===== src/rtl/mips_ctrl_pkg.sv =====
// Shared encodings for the multi-cycle MIPS control FSM: opcodes, functs,
// ALUOp codes, mux selects, FSM states and decoded instruction classes.
package mips_ctrl_pkg;

    localparam logic [5:0] OP_RTYPE = 6'b000000;
    localparam logic [5:0] OP_J     = 6'b000010;
    localparam logic [5:0] OP_BEQ   = 6'b000100;
    localparam logic [5:0] OP_BNE   = 6'b000101;
    localparam logic [5:0] OP_ADDI  = 6'b001000;
    localparam logic [5:0] OP_SLTI  = 6'b001010;
    localparam logic [5:0] OP_SLTIU = 6'b001011;
    localparam logic [5:0] OP_ANDI  = 6'b001100;
    localparam logic [5:0] OP_ORI   = 6'b001101;
    localparam logic [5:0] OP_XORI  = 6'b001110;
    localparam logic [5:0] OP_LUI   = 6'b001111;
    localparam logic [5:0] OP_LW    = 6'b100011;
    localparam logic [5:0] OP_SW    = 6'b101011;

    localparam logic [5:0] FN_JR    = 6'b001000;
    localparam logic [5:0] FN_SUB   = 6'b100010;
    localparam logic [5:0] FN_NONE  = 6'b000000;

    localparam logic [2:0] ALUOP_RTYPE = 3'b000;
    localparam logic [2:0] ALUOP_LUI   = 3'b001;
    localparam logic [2:0] ALUOP_SLTI  = 3'b010;
    localparam logic [2:0] ALUOP_ADD   = 3'b011;
    localparam logic [2:0] ALUOP_SLTIU = 3'b100;
    localparam logic [2:0] ALUOP_ANDI  = 3'b101;
    localparam logic [2:0] ALUOP_ORI   = 3'b110;
    localparam logic [2:0] ALUOP_XORI  = 3'b111;

    localparam logic [1:0] PCSRC_ALU    = 2'b00;
    localparam logic [1:0] PCSRC_ALUOUT = 2'b01;
    localparam logic [1:0] PCSRC_JUMP   = 2'b10;
    localparam logic [1:0] PCSRC_RS     = 2'b11;

    localparam logic [1:0] ALUB_RT        = 2'b00;
    localparam logic [1:0] ALUB_FOUR      = 2'b01;
    localparam logic [1:0] ALUB_IMM       = 2'b10;
    localparam logic [1:0] ALUB_IMM_SHIFT = 2'b11;

    localparam logic [1:0] REGDST_RT = 2'b00;
    localparam logic [1:0] REGDST_RD = 2'b01;

    typedef enum logic [3:0] {
        ST_FETCH     = 4'd0,
        ST_DECODE    = 4'd1,
        ST_MEM_ADDR  = 4'd2,
        ST_MEM_READ  = 4'd3,
        ST_MEM_WB    = 4'd4,
        ST_MEM_WRITE = 4'd5,
        ST_R_EXEC    = 4'd6,
        ST_R_WB      = 4'd7,
        ST_BRANCH    = 4'd8,
        ST_JUMP      = 4'd9,
        ST_I_EXEC    = 4'd10,
        ST_I_WB      = 4'd11,
        ST_JR        = 4'd12
    } state_t;

    typedef enum logic [2:0] {
        CLS_MEM,
        CLS_R,
        CLS_JR,
        CLS_BRANCH,
        CLS_JUMP,
        CLS_IMM,
        CLS_ILLEGAL
    } instr_class_t;

endpackage


===== src/rtl/mips_multicycle_control_if.sv =====
// Control bus between the MIPS control FSM (master) and the datapath (slave).
// Handshake: a memory access started by mem_read/mem_write completes in the
// cycle mem_ready is high; the FSM holds its state and request until then.
interface mips_multicycle_control_if;
    import mips_ctrl_pkg::*;

    logic [5:0] opcode;
    logic [5:0] funct;
    logic       zero;
    logic       mem_ready;
    logic       pc_en;
    logic [1:0] pc_source;
    logic       i_or_d;
    logic       mem_read;
    logic       mem_write;
    logic       ir_write;
    logic [1:0] reg_dst;
    logic       mem_to_reg;
    logic       reg_write;
    logic       alu_src_a;
    logic [1:0] alu_src_b;
    logic [2:0] alu_op;
    logic [5:0] alu_funct;
    logic       instr_done;
    logic       illegal_op;
    logic [3:0] state;

    modport master (
        input  opcode, funct, zero, mem_ready,
        output pc_en, pc_source, i_or_d, mem_read, mem_write, ir_write,
               reg_dst, mem_to_reg, reg_write, alu_src_a, alu_src_b,
               alu_op, alu_funct, instr_done, illegal_op, state
    );

    modport slave (
        output opcode, funct, zero, mem_ready,
        input  pc_en, pc_source, i_or_d, mem_read, mem_write, ir_write,
               reg_dst, mem_to_reg, reg_write, alu_src_a, alu_src_b,
               alu_op, alu_funct, instr_done, illegal_op, state
    );

endinterface


===== src/rtl/mips_ctrl_decode.sv =====
// Combinational opcode/funct classifier; also supplies the ALUOp used by
// I-type instructions in I_EXEC.
module mips_ctrl_decode
    import mips_ctrl_pkg::*;
#(
    parameter bit ENABLE_JR = 1'b1
) (
    input  logic [5:0]   opcode,
    input  logic [5:0]   funct,
    output instr_class_t cls,
    output logic [2:0]   imm_alu_op
);

    always_comb begin
        cls        = CLS_ILLEGAL;
        imm_alu_op = ALUOP_ADD;
        case (opcode)
            OP_LW, OP_SW:   cls = CLS_MEM;
            OP_RTYPE: begin
                if (funct == FN_JR) cls = ENABLE_JR ? CLS_JR : CLS_ILLEGAL;
                else                cls = CLS_R;
            end
            OP_BEQ, OP_BNE: cls = CLS_BRANCH;
            OP_J:           cls = CLS_JUMP;
            OP_ADDI:  begin cls = CLS_IMM; imm_alu_op = ALUOP_ADD;   end
            OP_SLTI:  begin cls = CLS_IMM; imm_alu_op = ALUOP_SLTI;  end
            OP_SLTIU: begin cls = CLS_IMM; imm_alu_op = ALUOP_SLTIU; end
            OP_ANDI:  begin cls = CLS_IMM; imm_alu_op = ALUOP_ANDI;  end
            OP_ORI:   begin cls = CLS_IMM; imm_alu_op = ALUOP_ORI;   end
            OP_XORI:  begin cls = CLS_IMM; imm_alu_op = ALUOP_XORI;  end
            OP_LUI:   begin cls = CLS_IMM; imm_alu_op = ALUOP_LUI;   end
            default:        cls = CLS_ILLEGAL;
        endcase
    end

endmodule


===== src/rtl/mips_multicycle_control.sv =====
// Main control FSM of the multi-cycle MIPS core: sequences fetch, decode,
// execute, memory and writeback; the current state is exported on bus.state.
module mips_multicycle_control
    import mips_ctrl_pkg::*;
#(
    parameter logic [3:0] RESET_STATE = 4'd0,
    parameter bit         ENABLE_JR   = 1'b1
) (
    input  logic                       clk,
    input  logic                       rst_n,
    mips_multicycle_control_if.master  bus
);

    state_t       state_q, state_d;
    instr_class_t cls;
    logic [2:0]   imm_alu_op;

    mips_ctrl_decode #(.ENABLE_JR(ENABLE_JR)) u_decode (
        .opcode     (bus.opcode),
        .funct      (bus.funct),
        .cls        (cls),
        .imm_alu_op (imm_alu_op)
    );

    always_ff @(posedge clk or negedge rst_n) begin
        if (!rst_n) state_q <= state_t'(RESET_STATE);
        else        state_q <= state_d;
    end

    assign bus.state = state_q;

    always_comb begin
        state_d        = state_q;
        bus.pc_en      = 1'b0;
        bus.pc_source  = PCSRC_ALU;
        bus.i_or_d     = 1'b0;
        bus.mem_read   = 1'b0;
        bus.mem_write  = 1'b0;
        bus.ir_write   = 1'b0;
        bus.reg_dst    = REGDST_RT;
        bus.mem_to_reg = 1'b0;
        bus.reg_write  = 1'b0;
        bus.alu_src_a  = 1'b0;
        bus.alu_src_b  = ALUB_RT;
        bus.alu_op     = ALUOP_RTYPE;
        bus.alu_funct  = FN_NONE;
        bus.instr_done = 1'b0;
        bus.illegal_op = 1'b0;

        case (state_q)
            ST_FETCH: begin
                bus.mem_read  = 1'b1;
                bus.alu_src_b = ALUB_FOUR;
                bus.alu_op    = ALUOP_ADD;
                if (bus.mem_ready) begin
                    bus.ir_write = 1'b1;
                    bus.pc_en    = 1'b1;
                    state_d      = ST_DECODE;
                end
            end
            ST_DECODE: begin
                // Speculatively form the branch target into ALUOut.
                bus.alu_src_b = ALUB_IMM_SHIFT;
                bus.alu_op    = ALUOP_ADD;
                case (cls)
                    CLS_MEM:    state_d = ST_MEM_ADDR;
                    CLS_R:      state_d = ST_R_EXEC;
                    CLS_JR:     state_d = ST_JR;
                    CLS_BRANCH: state_d = ST_BRANCH;
                    CLS_JUMP:   state_d = ST_JUMP;
                    CLS_IMM:    state_d = ST_I_EXEC;
                    default: begin
                        bus.illegal_op = 1'b1;
                        state_d        = ST_FETCH;
                    end
                endcase
            end
            ST_MEM_ADDR: begin
                bus.alu_src_a = 1'b1;
                bus.alu_src_b = ALUB_IMM;
                bus.alu_op    = ALUOP_ADD;
                state_d       = (bus.opcode == OP_SW) ? ST_MEM_WRITE : ST_MEM_READ;
            end
            ST_MEM_READ: begin
                bus.mem_read = 1'b1;
                bus.i_or_d   = 1'b1;
                if (bus.mem_ready) state_d = ST_MEM_WB;
            end
            ST_MEM_WB: begin
                bus.reg_write  = 1'b1;
                bus.mem_to_reg = 1'b1;
                bus.instr_done = 1'b1;
                state_d        = ST_FETCH;
            end
            ST_MEM_WRITE: begin
                bus.mem_write = 1'b1;
                bus.i_or_d    = 1'b1;
                if (bus.mem_ready) begin
                    bus.instr_done = 1'b1;
                    state_d        = ST_FETCH;
                end
            end
            ST_R_EXEC: begin
                bus.alu_src_a = 1'b1;
                bus.alu_funct = bus.funct;
                state_d       = ST_R_WB;
            end
            ST_R_WB: begin
                bus.reg_write  = 1'b1;
                bus.reg_dst    = REGDST_RD;
                bus.instr_done = 1'b1;
                state_d        = ST_FETCH;
            end
            ST_BRANCH: begin
                bus.alu_src_a  = 1'b1;
                bus.alu_funct  = FN_SUB;
                bus.pc_source  = PCSRC_ALUOUT;
                bus.pc_en      = (bus.opcode == OP_BNE) ? ~bus.zero : bus.zero;
                bus.instr_done = 1'b1;
                state_d        = ST_FETCH;
            end
            ST_JUMP: begin
                bus.pc_source  = PCSRC_JUMP;
                bus.pc_en      = 1'b1;
                bus.instr_done = 1'b1;
                state_d        = ST_FETCH;
            end
            ST_I_EXEC: begin
                bus.alu_src_a = 1'b1;
                bus.alu_src_b = ALUB_IMM;
                bus.alu_op    = imm_alu_op;
                state_d       = ST_I_WB;
            end
            ST_I_WB: begin
                bus.reg_write  = 1'b1;
                bus.instr_done = 1'b1;
                state_d        = ST_FETCH;
            end
            ST_JR: begin
                bus.pc_source  = PCSRC_RS;
                bus.pc_en      = 1'b1;
                bus.instr_done = 1'b1;
                state_d        = ST_FETCH;
            end
            default: state_d = ST_FETCH;
        endcase

        // Reset must block every architectural write even though FETCH decodes.
        if (!rst_n) begin
            bus.pc_en      = 1'b0;
            bus.ir_write   = 1'b0;
            bus.reg_write  = 1'b0;
            bus.mem_write  = 1'b0;
            bus.instr_done = 1'b0;
            bus.illegal_op = 1'b0;
        end
    end

endmodule


===== src/flat_wrapper.sv =====
// flat-port wrapper written by rule: the top's interface ports become plain ports
module mips_multicycle_control_flat import mips_ctrl_pkg::*;
#(
    parameter logic [3:0] RESET_STATE = 4'd0,
    parameter bit         ENABLE_JR   = 1'b1
)
  (clk, rst_n, bus_opcode, bus_funct, bus_zero, bus_mem_ready, bus_pc_en, bus_pc_source, bus_i_or_d, bus_mem_read, bus_mem_write, bus_ir_write, bus_reg_dst, bus_mem_to_reg, bus_reg_write, bus_alu_src_a, bus_alu_src_b, bus_alu_op, bus_alu_funct, bus_instr_done, bus_illegal_op, bus_state);
  mips_multicycle_control_if bus_i ();
  input  logic clk;
  input  logic rst_n;
  input wire logic [$bits(bus_i.opcode)-1:0] bus_opcode;
  input wire logic [$bits(bus_i.funct)-1:0] bus_funct;
  input wire logic [$bits(bus_i.zero)-1:0] bus_zero;
  input wire logic [$bits(bus_i.mem_ready)-1:0] bus_mem_ready;
  output wire logic [$bits(bus_i.pc_en)-1:0] bus_pc_en;
  output wire logic [$bits(bus_i.pc_source)-1:0] bus_pc_source;
  output wire logic [$bits(bus_i.i_or_d)-1:0] bus_i_or_d;
  output wire logic [$bits(bus_i.mem_read)-1:0] bus_mem_read;
  output wire logic [$bits(bus_i.mem_write)-1:0] bus_mem_write;
  output wire logic [$bits(bus_i.ir_write)-1:0] bus_ir_write;
  output wire logic [$bits(bus_i.reg_dst)-1:0] bus_reg_dst;
  output wire logic [$bits(bus_i.mem_to_reg)-1:0] bus_mem_to_reg;
  output wire logic [$bits(bus_i.reg_write)-1:0] bus_reg_write;
  output wire logic [$bits(bus_i.alu_src_a)-1:0] bus_alu_src_a;
  output wire logic [$bits(bus_i.alu_src_b)-1:0] bus_alu_src_b;
  output wire logic [$bits(bus_i.alu_op)-1:0] bus_alu_op;
  output wire logic [$bits(bus_i.alu_funct)-1:0] bus_alu_funct;
  output wire logic [$bits(bus_i.instr_done)-1:0] bus_instr_done;
  output wire logic [$bits(bus_i.illegal_op)-1:0] bus_illegal_op;
  output wire logic [$bits(bus_i.state)-1:0] bus_state;
  assign bus_i.opcode = bus_opcode;
  assign bus_i.funct = bus_funct;
  assign bus_i.zero = bus_zero;
  assign bus_i.mem_ready = bus_mem_ready;
  assign bus_pc_en = bus_i.pc_en;
  assign bus_pc_source = bus_i.pc_source;
  assign bus_i_or_d = bus_i.i_or_d;
  assign bus_mem_read = bus_i.mem_read;
  assign bus_mem_write = bus_i.mem_write;
  assign bus_ir_write = bus_i.ir_write;
  assign bus_reg_dst = bus_i.reg_dst;
  assign bus_mem_to_reg = bus_i.mem_to_reg;
  assign bus_reg_write = bus_i.reg_write;
  assign bus_alu_src_a = bus_i.alu_src_a;
  assign bus_alu_src_b = bus_i.alu_src_b;
  assign bus_alu_op = bus_i.alu_op;
  assign bus_alu_funct = bus_i.alu_funct;
  assign bus_instr_done = bus_i.instr_done;
  assign bus_illegal_op = bus_i.illegal_op;
  assign bus_state = bus_i.state;
  mips_multicycle_control #(.RESET_STATE(RESET_STATE), .ENABLE_JR(ENABLE_JR)) u_core (.clk(clk), .rst_n(rst_n), .bus(bus_i));
endmodule

===== config.mk =====
export PLATFORM = sky130hd
export DESIGN_NAME = mips_multicycle_control_flat
export DESIGN_NICKNAME = d
export VERILOG_FILES = /design/src/rtl/mips_ctrl_pkg.sv /design/src/rtl/mips_multicycle_control_if.sv /design/src/rtl/mips_ctrl_decode.sv /design/src/rtl/mips_multicycle_control.sv /design/src/flat_wrapper.sv
export SDC_FILE = /design/constraint.sdc
export NUM_CORES = 1
export LEC_CHECK = 0
export CORE_MARGIN = 2
export CORE_UTILIZATION = 40
export CTS_BUF_LIST = sky130_fd_sc_hd__clkbuf_4 sky130_fd_sc_hd__clkbuf_8
export CTS_CLUSTER_DIAMETER = 60
export DETAILED_ROUTE_END_ITERATION = 7
export GPL_TIMING_DRIVEN = 0
export HOLD_SLACK_MARGIN = 0.06
export PLACE_DENSITY = 0.81
export SLEW_MARGIN = 20
export SYNTH_ARGS = -nofsm -noshare
export SYNTH_HDL_FRONTEND = slang
export SYNTH_HIERARCHICAL = 1
export SYNTH_SLANG_ARGS = --single-unit

===== constraint.sdc =====
create_clock -name clk -period 1.9 [get_ports clk]
set_input_delay 0.38 -clock clk [delete_from_list [all_inputs] [get_ports clk]]
set_output_delay 0.38 -clock clk [all_outputs]
set_load 0.02 [all_outputs]

# Word level (Yosys, flattened, before mapping)
# Index checks and enable logic that the tools add are counted.
# classes
addsub	0
mul	0
div_mod_pow	0
magnitude_cmp	0
n_eq_ne	33
n_shift	0
n_mux	33
bitwise	1
n_reduce_logical	16
# ops
cell	count
6-bit by 4-bit == test with 1-bit output, second input constant	8
4-bit one-hot mux with 7 select lines	1
4-bit one-hot mux with 6 select lines	1
4-bit == test, second input constant	5
1-bit two-way mux	18
3-bit one-hot mux with 6 select lines	1
4-bit by 3-bit == test with 1-bit output, second input constant	4
3-bit one-hot mux with 5 select lines	1
6-bit by 3-bit == test with 1-bit output, second input constant	2
6-bit == test, second input constant	2
4-bit two-way mux	3
2-bit one-hot mux with 3 select lines	2
6-bit one-hot mux with 2 select lines	1
2-bit OR reduction	6
6-bit OR reduction	2
4-bit by 2-bit == test with 1-bit output, second input constant	2
7-bit OR reduction	1
3-bit by 2-bit == test with 1-bit output, second input constant	2
3-bit == test, second input constant	2
6-bit by 2-bit == test with 1-bit output, second input constant	1
6-bit logical NOT	1
2-bit != test, second input constant	3
3-bit one-hot mux with 2 select lines	1
3-bit OR reduction	2
other kinds (11)	11
# totals
regBits	4
latchBits	0
mem_bits_rw	0
rom_bits	0
input_bits	16
output_inout_bits	29
elab_cells	84
mem_count	0

# Logic depth before layout (Yosys ltp)
# Gate-level depths: netlist of run 1.
# logic_depth
word_depth	8
mapped_depth	7
depth_no_buf	7

# By module
# The synthesis of run 1 kept the hierarchy.
# modules_own_cells
module	instances	cells_each	area_each_um2	seq_area_each_um2
mips_multicycle_control	1	99	664.4	100.1
mips_ctrl_decode	1	28	186.4	0.0

# Worst setup path before layout of run 1
# Ideal clock, no wire load.
# synth_timing
kind	input port to output port
start	input bus_funct[1]
end	output bus_illegal_op
arrival_ns	1.670
required_ns	1.520
setup_slack_ns	-0.150
path_stages	5
path_buffers	0
path_cell_list	or4b_1 -> nor3_2 -> a221o_1 -> nand3_1 -> nor2_1
# synth_via
elab_chain_cells	8
word_cells_on_any_way	13
classes_between	eq/ne: 6; mux: 5; reduce/logical: 2
# synth_lines
item	line_no	text
start, declared	flat_wrapper.sv:12	input wire logic [$bits(bus_i.funct)-1:0] bus_funct;
6-bit by 4-bit == test with 1-bit output (*)	mips_ctrl_decode.sv:20	if (funct == FN_JR) cls = ENABLE_JR ? CLS_JR : CLS_ILLEGAL;
2-bit two-way mux (*)	mips_ctrl_decode.sv:20	
3-bit one-hot mux with 5 select lines (*)	mips_ctrl_decode.sv:17	case (opcode)
named net u_core.cls[1]	mips_multicycle_control.sv:15	instr_class_t cls;
3-bit by 1-bit == test with 1-bit output (tied with other cells)	mips_multicycle_control.sv:65	case (cls)
6-bit OR reduction (no source line) (*)	-	
1-bit two-way mux (*)	mips_multicycle_control.sv:65	
1-bit two-way mux (*)	mips_multicycle_control.sv:50	case (state_q)
1-bit two-way mux (*)	mips_multicycle_control.sv:149	if (!rst_n) begin
end, declared	flat_wrapper.sv:29	output wire logic [$bits(bus_i.illegal_op)-1:0] bus_illegal_op;
# Mark *: on every way through the listed nets, which the timed path passes. The rest lies on a longest branch.

# Worst setup path after layout of run 1
# layout_timing
start	input bus_funct[2]
end	output bus_illegal_op
# The elaborated chain is that of the path after synthesis.

==> flow_summary.yaml, run 1 <==
critical_path:
  worstSetupStartpointType: "input pin"
  critical_path.max_fanout: 2
  critical_path_arrival_ns: 1.70
  setup.worst_path.end_class: "primary output"
  crit-reg2reg-capture: "u_core/bus.state[1]"
  criticalPathCategory: "in -> out"
  reg2regPathDepth: 6
  timing.reg2reg.setup_slack_ns: 0.37
  timing.rr.start: "u_core/bus.state[3]"
  timing.critical_path.required_ns: 1.52
timing:
  totalNegativeSetupSlack_ns: -0.460
  setup_viol_count_final: 5
  finalClockSkew_ns: 0.00323
  post-route-period-util: 1.09
  grt_setup_unrepaired: "yes"
  clock.fmax_mhz: 481
  finalHoldViolCount: 0
  post-route-min-period_ns: 2.08
  worst_case_setup_margin_in_the_final_layout_ns: -0.178
  timing_max_transition_violations_final: 0
global_route:
  track_usage: 0.262
  grt-ovfl-total: 0
  grt_pass1_wl_mm: 5.18
  number_of_antenna_violations_at_the_first_check_in_global_routing: 0
  number_of_global_route_vias_before_repair: 1161
  grt_max_degree: 11
yosys:
  postSynthAreaPerCell_um2: 6.70
  netlist_instances: 127
  postSynthNetCount: 143
  ys_seq_area_frac: 0.118
  synth_async_sr_flop_share: 1.00
  yosys.cell_types.count: 43
  synth-main-ff-cell: "sky130_fd_sc_hd__dfrtp_1"
  synth-warning-count: 6
  ys_seq_elements: 4
  synth-edff-count: 0
  syn-cell-area_um2: 851
placement:
  port_buffers: 43
  numPlacedInstances: 197
  gpl_wtd_cong: 0.892
  place_hpwl_mm: 2.12
clocking:
  cts_inserted_buffers: 3
  cts_tree: "done"
  clock-root-buffer: "sky130_fd_sc_hd__clkbuf_4"
  clk_pin_slew_worst_paths_ns: 0.04
  cts_hold_buf: 0
  cts-htree-levels: 1
  clock_tree.buffer_depth: 2
  clkLatencyLatePin_ns: 0.23
  cts.sinks: 4
run_status:
  run_status: "complete, but fails checks"
  violations: "negative setup slack"
floorplanning:
  ios: 45
  design.die.area_um2: 2510
  core_box_area_um2: 1980
  die_width_um: 50.1
  dieHeight_um: 50.1
  start_util: 0.429
  std_cell_rows: 16
hold_path:
  hp-class: "in -> async"
power_and_ir_drop:
  leakagePower_nw: 0.774
  power_density_nw_per_um2: 1070
  max-vdd-ir-drop_v: 0.000872
route:
  drc_errors: 0
  dr.pass1.iters: 4
  wl_mm: 3.46
  total_via_count_in_the_routed_design: 1266
  initialDrtViolationCount: 38
  detail_route.vias_per_cell: 5.78
  drt.antenna.violating_nets: 0
  routed_length_per_placed_instance_um: 15.8
cells_and_area:
  insertedDiodeCount: 0
  syn2layout_area_growth_pct: 88.5
  final_layout_size_suffix_gt1_frac: 0.510
  final_net_count: 210
  finish.cell_count_without_fillers: 219
  largest_reg_flops: 4
  fillerInstances: 120
job:
  max_cap_violations: 0
## critical path, cell delays in order
cell,delay [ns]
sky130_fd_sc_hd__buf_6,0.09
sky130_fd_sc_hd__or4b_4,0.53
sky130_fd_sc_hd__nor3_4,0.16
sky130_fd_sc_hd__a221o_1,0.23
sky130_fd_sc_hd__nand3_2,0.10
sky130_fd_sc_hd__nor2_4,0.09
sky130_fd_sc_hd__buf_6,0.12
## routing by layer
layer,share of wire,track usage
met1,0.38,0.315
met2,0.51,0.478
met3,0.093,0.0364
met4,0.017,0.0694
met5,0,0
## area by class of cell
class / count / area (um^2) / share of cell area
Multi-Input combinational cell: 110 / 872 / 0.544
Timing Repair Buffer: 62 / 479 / 0.299
Sequential cell: 4 / 103 / 0.0640
Buffer: 9 / 78.8 / 0.0491
Tap cell: 27 / 33.8 / 0.0211
Clock buffer: 3 / 22.5 / 0.0140
Inverter: 4 / 15.0 / 0.00936
## cells in the final DEF, fill, tap and decap left out, types with 2 or more instances in the layout
master / n
sky130_fd_sc_hd__nor2_4: 2
sky130_fd_sc_hd__nor2b_1: 2
sky130_fd_sc_hd__nand3_1: 4
sky130_fd_sc_hd__o21ai_1: 3
sky130_fd_sc_hd__buf_4: 28
sky130_fd_sc_hd__nand3b_1: 2
sky130_fd_sc_hd__a21oi_1: 4
sky130_fd_sc_hd__dlymetal6s2s_1: 3
sky130_fd_sc_hd__buf_2: 16
sky130_fd_sc_hd__dfrtp_1: 2
sky130_fd_sc_hd__a211o_1: 2
sky130_fd_sc_hd__xnor2_2: 3
sky130_fd_sc_hd__nor2b_4: 4
sky130_fd_sc_hd__and3_1: 5
sky130_fd_sc_hd__and2_1: 2
sky130_fd_sc_hd__a22oi_2: 2
sky130_fd_sc_hd__inv_1: 3
sky130_fd_sc_hd__a21oi_2: 3
sky130_fd_sc_hd__o21ai_0: 7
sky130_fd_sc_hd__nand2b_1: 2
sky130_fd_sc_hd__nor2_1: 10
sky130_fd_sc_hd__dlygate4sd2_1: 5
sky130_fd_sc_hd__buf_6: 11
sky130_fd_sc_hd__clkbuf_2: 3
sky130_fd_sc_hd__clkbuf_4: 4
sky130_fd_sc_hd__nand2b_4: 4
sky130_fd_sc_hd__nand2_1: 12
sky130_fd_sc_hd__clkdlybuf4s50_1: 4
sky130_fd_sc_hd__nor3_1: 6
sky130_fd_sc_hd__dfrtp_2: 2
## cells by family (layout without fill, tap and decap cells)
logic type,Yosys count,in the layout,synth area share
and+or+nand+nor,72,72,0.496
AOI/OAI and AO/OA,31,31,0.244
buffers and inverters,13,78,0.0765
xor gates and xnor gates,6,6,0.0618
DFF,4,4,0.118
other,1,1,0.00441
## report_power, final
| group | total (mW) | switching (mW) | internal (mW) |
|---|---|---|---|
| clock network | 0.104 | 0.0330 | 0.0705 |
| logic | 1.46 | 0.840 | 0.617 |
| registers | 0.155 | 0.0379 | 0.117 |
| total | 1.72 | 0.911 | 0.805 |
## synthesized netlist by cell type, types with 2 or more instances
cell | n | share of area
sky130_fd_sc_hd__buf_4 | 2 | 0.018
sky130_fd_sc_hd__inv_1 | 3 | 0.013
sky130_fd_sc_hd__nand3b_1 | 2 | 0.018
sky130_fd_sc_hd__nand2b_1 | 6 | 0.044
sky130_fd_sc_hd__xnor2_1 | 4 | 0.041
sky130_fd_sc_hd__nor3b_1 | 2 | 0.018
sky130_fd_sc_hd__xor2_1 | 2 | 0.021
sky130_fd_sc_hd__buf_2 | 7 | 0.041
sky130_fd_sc_hd__nand2_1 | 12 | 0.053
sky130_fd_sc_hd__a21oi_1 | 7 | 0.041
sky130_fd_sc_hd__and2_1 | 2 | 0.015
sky130_fd_sc_hd__nand3_1 | 5 | 0.029
sky130_fd_sc_hd__o21ai_0 | 10 | 0.059
sky130_fd_sc_hd__nor3_1 | 7 | 0.041
sky130_fd_sc_hd__a22oi_1 | 3 | 0.026
sky130_fd_sc_hd__a211o_1 | 2 | 0.021
sky130_fd_sc_hd__dfrtp_1 | 4 | 0.12
sky130_fd_sc_hd__nor4_1 | 2 | 0.015
sky130_fd_sc_hd__nor2_1 | 13 | 0.057
sky130_fd_sc_hd__and3_1 | 5 | 0.037
sky130_fd_sc_hd__nor2b_1 | 5 | 0.037
## through the flow
| stage | cell area (um^2) | worst slack, ns | hold slack, ns | utilization | power [mW] |
|---|---|---|---|---|---|
| floorplan | 858 | -0.0631 | 0.0844 | - | 0.881 |
| global placement | 1320 | -1.17 | 0.664 | 0.667 | 1.35 |
| detailed placement | 1320 | -1.21 | 0.680 | 0.667 | 1.38 |
| CTS | 1450 | -0.266 | 0.164 | 0.730 | 1.56 |
| global route | 1600 | -0.218 | 0.189 | 0.809 | 1.81 |
| finish | 1600 | -0.178 | 0.168 | 0.809 | 1.72 |
## timing repair
action                     4_1_cts  5_1_grt
buffers inserted                12        7
cloned                           0        0
gates resized for setup        162       50
pin swaps                        8       17
setup endpoints to repair       28       21
## how the worst max path moves through the flow
stage / from / to / slack [ns]
after floorplan: bus_funct[1] / bus_illegal_op / -0.06
after global placement: bus_funct[1] / bus_illegal_op / -1.17
after detailed placement: bus_funct[1] / bus_illegal_op / -1.21
after CTS: bus_funct[2] / bus_illegal_op / -0.27
after global routing: bus_funct[2] / bus_illegal_op / -0.22
final: bus_funct[2] / bus_illegal_op / -0.18
Note: power is estimated with default switching activity, not from simulation.
==> inputs of run 2 (changes only) <==
CORE_UTILIZATION = 44   (was 40)
PLACE_DENSITY = 0.88   (was 0.81)
clock period = 2.41 ns   (was 1.9 ns; I/O delays follow)
==> run 2 against run 1 <==
Net effect:
- the run now ends clean
- clock skew is 0.0040 ns higher
- critical path type is now reg -> out
- combinational power is 35% lower
- global-route usage is 0.40 points higher
- setup slack better by 0.18 ns
- clock power is 19% lower
- power is 33% lower
- clock-buffer cell count stayed put
- register-to-register slack better by 0.70 ns
- die area is 8.4% lower
- largest cell class unchanged
- design area is 14% lower
- critical endpoint is now bus_alu_funct[0]
- first-iteration DRC count is 50% higher
==> flow_summary.yaml, run 2 (synthesis results as in run 1) <==
clocking:
  cts.sinks: 4
  clk_pin_slew_worst_paths_ns: 0.04
  cts_tree: "done"
  clkLatencyLatePin_ns: 0.24
  cts_hold_buf: 0
  clock-root-buffer: "sky130_fd_sc_hd__clkbuf_4"
  cts-htree-levels: 1
  clock_tree.buffer_depth: 2
  cts_inserted_buffers: 3
route:
  drc_errors: 0
  dr.pass1.iters: 4
  detail_route.vias_per_cell: 5.80
  total_via_count_in_the_routed_design: 1165
  routed_length_per_placed_instance_um: 14.4
  wl_mm: 2.90
  initialDrtViolationCount: 57
  drt.antenna.violating_nets: 0
global_route:
  grt_pass1_wl_mm: 4.36
  number_of_global_route_vias_before_repair: 1049
  track_usage: 0.266
  grtUsageMet1: 0.291
  busiest_layer: "met2"
  grt_max_degree: 11
  globalRouteMet2Util: 0.496
  grt-ovfl-total: 0
  number_of_antenna_violations_at_the_first_check_in_global_routing: 0
  global_route.usage.met3: 0.0679
critical_path:
  critical_path.n_buffers_inverters: 2
  criticalPathCategory: "reg -> out"
  critical_path.max_fanout: 10
  timing.rr.start: "u_core/bus.state[0]"
  crit_path_top_delay_cell: "sky130_fd_sc_hd__clkdlybuf4s50_1"
  setup.worst_path.start: "u_core/bus.state[2]"
  critical-path-max-stage-delay_ns: 0.61
  worstSetupStartpointType: "flop"
  setup.worst_path.end_class: "primary output"
  critical_path.top_delay_family: "buffers and inverters"
  timing.critical_path.required_ns: 1.93
  critical_path.cell_chain: "buf_2 > nor2b_2 > and3_1 > clkdlybuf4s50_1"
  critical_path_arrival_ns: 1.92
placement:
  gpl_wtd_cong: 0.880
  placed_area_um2: 1310
  port_buffers: 43
  place_hpwl_mm: 2.22
cells_and_area:
  final_layout_size_suffix_gt1_frac: 0.205
  syn2layout_area_growth_pct: 61.9
  multi_input_area_um2: 724
  register_area_um2: 100
  largest_reg_flops: 4
  fillerInstances: 158
  final_cell_mix: "sky130_fd_sc_hd__clkdlybuf4s50_1 (17), sky130_fd_sc_hd__nor2_1 (13), sky130_fd_sc_hd__nand2_1 (12)"
  final_net_count: 194
  insertedDiodeCount: 0
  final_area_um2: 1380
  layout.cells.most_common: "sky130_fd_sc_hd__clkdlybuf4s50_1"
timing:
  finalClockSkew_ns: 0.00722
  setup_viol_count_final: 0
  finalHoldViolCount: 0
  clock.fmax_mhz: 416
  worst_hold_slack_ns: 0.263
  grt_setup_unrepaired: "yes"
  post-route-min-period_ns: 2.41
  totalNegativeSetupSlack_ns: 0
  timing_max_transition_violations_final: 0
  post-route-period-util: 0.999
floorplanning:
  start_util: 0.482
  design.die.area_um2: 2300
  core_box_area_um2: 1760
  ios: 45
  dieHeight_um: 48.0
  die_width_um: 48.0
  std_cell_rows: 15
hold_path:
  hp-class: "in -> async"
power_and_ir_drop:
  leakagePower_nw: 0.673
  max-vdd-ir-drop_v: 0.000790
  power_density_nw_per_um2: 838
run_status:
  run_status: "finished, final reports clean"
job:
  max_cap_violations: 0
## run 2: changes by cell type in the layout (fill, tap and decap cells not counted), sizes merged
| cell | before | now |
|---|---|---|
| clkbuf | 7 | 8 |
| clkdlybuf4s50 | 4 | 17 |
| dlymetal6s2s | 3 | 6 |
| clkdlybuf4s15 | 0 | 3 |
| dlygate4sd2 | 5 | 10 |
| buf | 55 | 14 |
## run 2: report_power, final
| part | internal [mW] | switching [mW] | leakage (nW) |
|---|---|---|---|
| registers | 0.0904 | 0.0239 | 0.0535 |
| logic | 0.395 | 0.561 | 0.606 |
| clock network | 0.0558 | 0.0288 | 0.0138 |
| total | 0.542 | 0.614 | 0.673 |
## run 2: worst paths after layout
check | end | slack, ns | cells after the start
max in group asynchronous | u_core/bus.state[3] | 1.87 | 1
min | u_core/bus.state[2] | 0.26 | 1
max | bus_alu_funct[0] | 0.003 | 4
min reg2reg | u_core/bus.state[1] | 0.78 | 2
max reg2reg | u_core/bus.state[0] | 1.07 | 5
min in group clk | u_core/bus.state[1] | 0.78 | 2
## run 2: final cells by class
class | instances | share of cell area
well taps | 25 | 0.0227
inverters | 4 | 0.0109
repair buffers | 46 | 0.309
multi-input cells | 110 | 0.526
plain buffers | 9 | 0.0427
clock buffers | 3 | 0.0163
flip-flops and latches | 4 | 0.0727
## run 2: metal layers
metal / share of wire / wire length (um)
met4: 0.0065 / 19
met3: 0.064 / 187
met5: 0 / 0
met2: 0.54 / 1570
met1: 0.39 / 1120
## run 2: worst register-to-register path, cell delays in order, from the launching register on
cell and delay [ns]:
sky130_fd_sc_hd__dfrtp_1 0.38, sky130_fd_sc_hd__buf_4 0.18, sky130_fd_sc_hd__nand2b_1 0.20, sky130_fd_sc_hd__nor2_1 0.09
sky130_fd_sc_hd__a22oi_1 0.19, sky130_fd_sc_hd__o221ai_1 0.16
## run 2: stage by stage
stage	setup WS [ns]	total power, mW	std cells	util
floorplan	0.156	0.685	127	-
finish	0.00341	1.16	201	0.781
CTS	0.00116	1.15	200	0.777
global placement	-0.828	1.06	195	0.744
global route	-0.0679	1.24	201	0.781
detailed placement	-0.839	1.08	195	0.744
## run 2: timing repair
action                     CTS  global route
buffers inserted             2             1
setup endpoints to repair   20            14
pin swaps                    5             5
resized for setup           43            16
==> inputs of run 3 (changes only) <==
CTS_CLUSTER_DIAMETER = unset   (was 60)
==> results of run 3 <==
Final layout, timing and power as in run 2 (identical DEF).
